`config.mk`:
```
export PLATFORM = sky130hd
export DESIGN_NAME = result_byte_packer
export DESIGN_NICKNAME = d
export VERILOG_FILES = /design/src/rtl/result_byte_packer.sv
export SDC_FILE = /design/constraint.sdc
export NUM_CORES = 1
export LEC_CHECK = 0
export ABC_AREA = 1
export CAP_MARGIN = 0
export CORE_UTILIZATION = 50
export CTS_BUF_LIST = sky130_fd_sc_hd__clkbuf_8
export CTS_CLUSTER_SIZE = 24
export DETAILED_ROUTE_END_ITERATION = 10
export GPL_ROUTABILITY_DRIVEN = 1
export PLACE_DENSITY = 0.72
export SLEW_MARGIN = 20
export SYNTH_ARGS = -nofsm -noshare
export SYNTH_HDL_FRONTEND = slang
export SYNTH_SLANG_ARGS = --single-unit
```
`constraint.sdc`:
```
create_clock -name clk -period 2.7 [get_ports clk]
set_clock_uncertainty 0.2 [all_clocks]
set_input_delay 0.27 -clock clk [delete_from_list [all_inputs] [get_ports clk]]
set_output_delay 0.27 -clock clk [all_outputs]
set_load 0.01 [all_outputs]
```
`src/rtl/result_byte_packer.sv`:
```
// rtl/result_byte_packer.sv - captures 16-bit results on status rising edge, buffers, drains as MSB-first byte stream
//
// Ports:
//   clk, rst       single clock, synchronous active-high reset
//   result_in      16-bit result word sampled on a capture
//   status_in      capture strobe; a rising edge (while enable=1) marks a valid result
//   enable         capture enable
//   clear_stats    zeroes overflow and drop_count
//   byte_out/byte_valid/byte_ready/byte_last  8-bit output stream, last flags the LSB byte
//   fifo_level     words held in the FIFO (excludes the word in the output register)
//   overflow       sticky drop flag
//   drop_count     saturating count of dropped captures

module result_byte_packer #(
    parameter int DEPTH = 4,
    parameter int CNT_W = 8
) (
    input  logic                     clk,
    input  logic                     rst,
    input  logic [15:0]              result_in,
    input  logic                     status_in,
    input  logic                     enable,
    input  logic                     clear_stats,
    output logic [7:0]               byte_out,
    output logic                     byte_valid,
    input  logic                     byte_ready,
    output logic                     byte_last,
    output logic [$clog2(DEPTH):0]   fifo_level,
    output logic                     overflow,
    output logic [CNT_W-1:0]         drop_count
);

    localparam int AW    = $clog2(DEPTH);
    localparam int LVL_W = AW + 1;

    typedef enum logic [1:0] {
        S_IDLE = 2'd0,
        S_HI   = 2'd1,
        S_LO   = 2'd2
    } state_t;

    state_t             r_state;
    logic               r_status_d;
    logic [15:0]        r_mem [DEPTH];
    logic [LVL_W-1:0]   r_wr_ptr;
    logic [LVL_W-1:0]   r_rd_ptr;
    logic [7:0]         r_byte_out;
    logic [7:0]         r_lo_byte;
    logic               r_byte_valid;
    logic               r_byte_last;
    logic               r_overflow;
    logic [CNT_W-1:0]   r_drop_count;

    logic               w_cap;
    logic [LVL_W-1:0]   w_level;
    logic               w_empty;
    logic               w_full;
    logic               w_pop;
    logic               w_push;
    logic               w_drop;
    logic [15:0]        w_head;

    // Pointers carry one extra bit so full and empty differ at equal indices.
    assign w_level = r_wr_ptr - r_rd_ptr;
    assign w_empty = (w_level == '0);
    assign w_full  = (w_level == LVL_W'(DEPTH));
    assign w_head  = r_mem[r_rd_ptr[AW-1:0]];

    assign w_cap   = status_in & ~r_status_d & enable;

    // The head moves to the output register from IDLE, or straight after the
    // LSB handshake so consecutive words stream without a bubble.
    assign w_pop   = ~w_empty & ((r_state == S_IDLE) | ((r_state == S_LO) & byte_ready));

    // A pop in the same cycle frees the slot the capture needs.
    assign w_push  = w_cap & (~w_full | w_pop);
    assign w_drop  = w_cap & ~w_push;

    always_ff @(posedge clk) begin
        if (rst) begin
            r_status_d <= 1'b0;
        end else begin
            r_status_d <= status_in;
        end
    end

    always_ff @(posedge clk) begin
        if (w_push) begin
            r_mem[r_wr_ptr[AW-1:0]] <= result_in;
        end
    end

    always_ff @(posedge clk) begin
        if (rst) begin
            r_wr_ptr <= '0;
            r_rd_ptr <= '0;
        end else begin
            if (w_push) begin
                r_wr_ptr <= r_wr_ptr + 1'b1;
            end
            if (w_pop) begin
                r_rd_ptr <= r_rd_ptr + 1'b1;
            end
        end
    end

    always_ff @(posedge clk) begin
        if (rst) begin
            r_overflow   <= 1'b0;
            r_drop_count <= '0;
        end else begin
            // Clear first, then a coincident drop counts as the first new one.
            if (w_drop) begin
                r_overflow <= 1'b1;
                if (clear_stats) begin
                    r_drop_count <= CNT_W'(1);
                end else if (r_drop_count != '1) begin
                    r_drop_count <= r_drop_count + 1'b1;
                end
            end else if (clear_stats) begin
                r_overflow   <= 1'b0;
                r_drop_count <= '0;
            end
        end
    end

    always_ff @(posedge clk) begin
        if (rst) begin
            r_state      <= S_IDLE;
            r_byte_out   <= '0;
            r_lo_byte    <= '0;
            r_byte_valid <= 1'b0;
            r_byte_last  <= 1'b0;
        end else begin
            case (r_state)
                S_IDLE: begin
                    if (w_pop) begin
                        r_byte_out   <= w_head[15:8];
                        r_lo_byte    <= w_head[7:0];
                        r_byte_valid <= 1'b1;
                        r_byte_last  <= 1'b0;
                        r_state      <= S_HI;
                    end
                end
                S_HI: begin
                    if (byte_ready) begin
                        r_byte_out  <= r_lo_byte;
                        r_byte_last <= 1'b1;
                        r_state     <= S_LO;
                    end
                end
                S_LO: begin
                    if (byte_ready) begin
                        if (w_pop) begin
                            r_byte_out   <= w_head[15:8];
                            r_lo_byte    <= w_head[7:0];
                            r_byte_last  <= 1'b0;
                            r_state      <= S_HI;
                        end else begin
                            r_byte_out   <= '0;
                            r_byte_valid <= 1'b0;
                            r_byte_last  <= 1'b0;
                            r_state      <= S_IDLE;
                        end
                    end
                end
                default: begin
                    r_byte_out   <= '0;
                    r_byte_valid <= 1'b0;
                    r_byte_last  <= 1'b0;
                    r_state      <= S_IDLE;
                end
            endcase
        end
    end

    assign byte_out   = r_byte_out;
    assign byte_valid = r_byte_valid;
    assign byte_last  = r_byte_last;
    assign fifo_level = w_level;
    assign overflow   = r_overflow;
    assign drop_count = r_drop_count;

endmodule

```
==> results.py <==
metrics = {
    "status": {
        "status": "finished, final reports clean",
    },
    "clock_tree": {
        "cts_buffers": 9,
        "cts_tree": "yes",
        "clock_sinks": 101,
        "ctsRootBufferMaster": "clkbuf_8",
        "cts_setup_buffers": 0,
        "htree_num_levels": 3,
        "clock_path_buffers": 2,
        "clk_pin_slew_ps": 110,
        "postCtsHoldBufs": 0,
        "worstSkewPairLatency_ps": 380,
    },
    "placement": {
        "dpl.hpwl_microns": 5800,
        "gp_congestion": 0.867,
        "portBuffers": 43,
        "place_ws_ps": 273,
    },
    "floorplanning": {
        "rows": 33,
        "start_util": 0.519,
        "dieArea_sq_mm": 0.00890,
        "die_x_microns": 94.3,
        "core_sq_mm": 0.00822,
        "io_pins": 44,
        "die_h_microns": 94.3,
    },
    "worst_setup_path": {
        "worst_setup_path_start_kind": "register",
        "arrival_ps": 2090,
        "rr_startpoint": "r_wr_ptr[0]$_SDFFE_PP0P_",
        "worstPathRequired_ps": 2230,
        "rrSetupSlack_ps": 280,
        "reg2reg_depth": 9,
        "path_class": "register to output port",
        "rr_endpoint": "r_mem[2][3]$_DFFE_PP_",
        "cp_max_fo": 5,
        "worst_setup_path_end_kind": "output port",
    },
    "job": {
        "maxCapViolations": 0,
    },
    "synth": {
        "synth-edff-count": 64,
        "synthCells": 415,
        "avgSynthCellArea_sq_um": 10.3,
        "ys_ff_latch": 101,
        "synth-async-reset-ratio": 0,
        "ys_seq_area_frac": 0.625,
        "synth_area_sq_mm": 0.00426,
        "synth_cell_types": 32,
        "yosysWarnings": 0,
        "ys.flop_type": "edfxtp_1",
        "synthesis.nets": 445,
    },
    "sta": {
        "maxSlewHeadroom": 0.554,
        "rsz0062_at_grt": "no",
        "hold_viol": 0,
        "setup_viol": 0,
        "maxSlewViolCount": 0,
        "worst_pin_slew_ps": 668,
        "layout_min_cycle_time_ps": 2560,
        "period_share": 0.948,
        "fmaxAchievable_mhz": 391,
        "finalSetupTns_ps": 0,
        "setup_ws_ps": 140,
    },
    "route": {
        "num_vias": 3038,
        "drt_iter0_markers": 154,
        "routed_wl_microns": 8380,
        "routed_via_density": 5.29,
        "first_pass_iters": 4,
        "wl_met1_microns": 3710,
        "ant_nets": 0,
        "drt-wirelength-per-cell_microns": 14.6,
        "drc": 0,
        "routed.top_layer": "met4",
        "wl_met3_microns": 366,
        "wl_met2_microns": 4170,
    },
    "min_path": {
        "hold_class": "input pin to register",
        "hp-start": "status_in",
        "timing.hold.worst_path_depth": 3,
        "hold_end": "r_status_d$_SDFF_PP0_",
    },
    "grt": {
        "grt_pass1_wl_microns": 13600,
        "grt_usage": 0.205,
        "grt_pass1_vias": 2803,
        "gr-total-overflow": 0,
        "antenna_found_initial": 0,
        "grt_max_degree": 33,
    },
    "pwr": {
        "total_power_mw": 4.54,
        "pwr_density_cell_mw_per_mm2": 894,
        "peakVddDrop_mv": 0.422,
        "leakagePower_nw": 1.85,
    },
    "final_layout": {
        "antennaDiodeCount": 0,
        "layout-drive-gt1-share": 0.115,
        "num-nets-final": 494,
        "area_growth_pct": 19.0,
        "final_core_util": 0.617,
    },
}
## Yosys cell counts, types with 2 or more instances
| master | instances | area, sq um |
|---|---|---|
| nor3_1 | 2 | 10.0 |
| a21oi_1 | 17 | 85.1 |
| a31oi_1 | 8 | 50.1 |
| nand2_4 | 5 | 56.3 |
| dfxtp_1 | 37 | 741 |
| nor2_1 | 65 | 244 |
| inv_1 | 28 | 105 |
| nand2_2 | 3 | 18.8 |
| inv_2 | 4 | 15.0 |
| o21ai_0 | 50 | 250 |
| a21oi_2 | 7 | 61.3 |
| o22ai_1 | 8 | 50.1 |
| nand3_1 | 15 | 75.1 |
| buf_2 | 6 | 30.0 |
| nand3_2 | 4 | 40.0 |
| clkbuf_1 | 6 | 22.5 |
| nand2_1 | 64 | 240 |
| ha_1 | 7 | 87.6 |
| nor2_4 | 3 | 33.8 |
| edfxtp_1 | 64 | 1920 |
## per-stage QoR
stage | std cells | cell area, sq um | hold WS (ps)
2_1_floorplan | 415 | 4260 | 169
3_3_place_gp | 558 | 4860 | 243
3_5_place_dp | 558 | 4860 | 267
4_1_cts | 574 | 5070 | 228
5_1_grt | 574 | 5070 | 247
6_report | 574 | 5070 | 234
## worst max path at each step
| stage | to | start | slack (ps) | cells past startpoint |
|---|---|---|---|---|
| floorplan | r_mem[2][0]$_DFFE_PP_ | r_wr_ptr[0]$_SDFFE_PP0P_ | -40 | 8 |
| global placement | r_mem[0][6]$_DFFE_PP_ | r_wr_ptr[0]$_SDFFE_PP0P_ | 350 | 9 |
| detailed placement | r_mem[2][0]$_DFFE_PP_ | r_wr_ptr[0]$_SDFFE_PP0P_ | 270 | 9 |
| finish | fifo_level[1] | r_wr_ptr[0]$_SDFFE_PP0P_ | 140 | 5 |
| CTS | fifo_level[1] | r_wr_ptr[0]$_SDFFE_PP0P_ | 90 | 5 |
| global route | fifo_level[1] | r_wr_ptr[0]$_SDFFE_PP0P_ | 30 | 5 |
## worst max-delay path, stage by stage, from the launching register on
cell	delay (ps)
dfxtp_2	360
inv_1	90
ha_1	220
fa_1	450
inv_1	60
clkdlybuf4s50_1	520
## kinds of logic after synthesis
| group | after synthesis | share of synthesized area |
|---|---|---|
| buffers and inverters | 46 | 0.0473 |
| xor gates and xnor gates | 1 | 0.00205 |
| DFF | 101 | 0.625 |
| AOI/OAI and AO/OA | 94 | 0.123 |
| adders and majority gates | 8 | 0.0252 |
| and+or+nand+nor | 165 | 0.178 |
## registers in the layout, indices dropped and copies added (netlist names), named ones only
register and flops:
byte_out 8, byte_valid 1, drop_count 8, overflow 1, r_lo_byte 8, r_mem 64, r_rd_ptr 3, r_state 2
r_status_d 1, r_wr_ptr 3
## area by class of cell
type / instances / area [sq um]
fillers: 701 / 3140
flip-flops and latches: 101 / 2660
multi-input cells: 268 / 1400
repair buffers: 51 / 539
well taps: 105 / 131
inverters: 33 / 129
clock buffers: 9 / 124
clock inverters: 7 / 87.6
## per-layer routing
metal  GRT usage  vias up
li1            -     1514
met1       0.255     1440
met2       0.350       73
met3      0.0435       11
met4      0.0756        0
met5           0        -
## cells in the final DEF, fill, tap and decap left out, types with 2 or more instances in the layout
master,instances
a21oi_1,17
a21oi_2,7
a31oi_1,8
buf_12,4
buf_4,4
clkbuf_8,9
clkdlybuf4s50_1,42
clkinv_4,3
dfxtp_1,36
edfxtp_1,64
ha_1,7
inv_1,28
inv_2,4
inv_6,2
inv_8,2
nand2_1,64
nand2_2,3
nand2_4,5
nand3_1,15
nand3_2,4
nor2_1,65
nor2_4,3
nor3_1,2
o21ai_0,50
o22ai_1,8
## power by group
part	internal, mW	leakage [nW]	switching [mW]
sequential	1.81	0.884	0.0931
clock	0.449	0.108	0.555
combinational	0.582	0.860	1.05
## repair_timing
action	in CTS	in global routing
endpoints found under the setup margin	1	1
resized for setup	1	1
pin swaps	0	0
hold endpoints to repair	0	0
gates cloned	0	0
No activity file was read; power rests on OpenSTA's default activity.
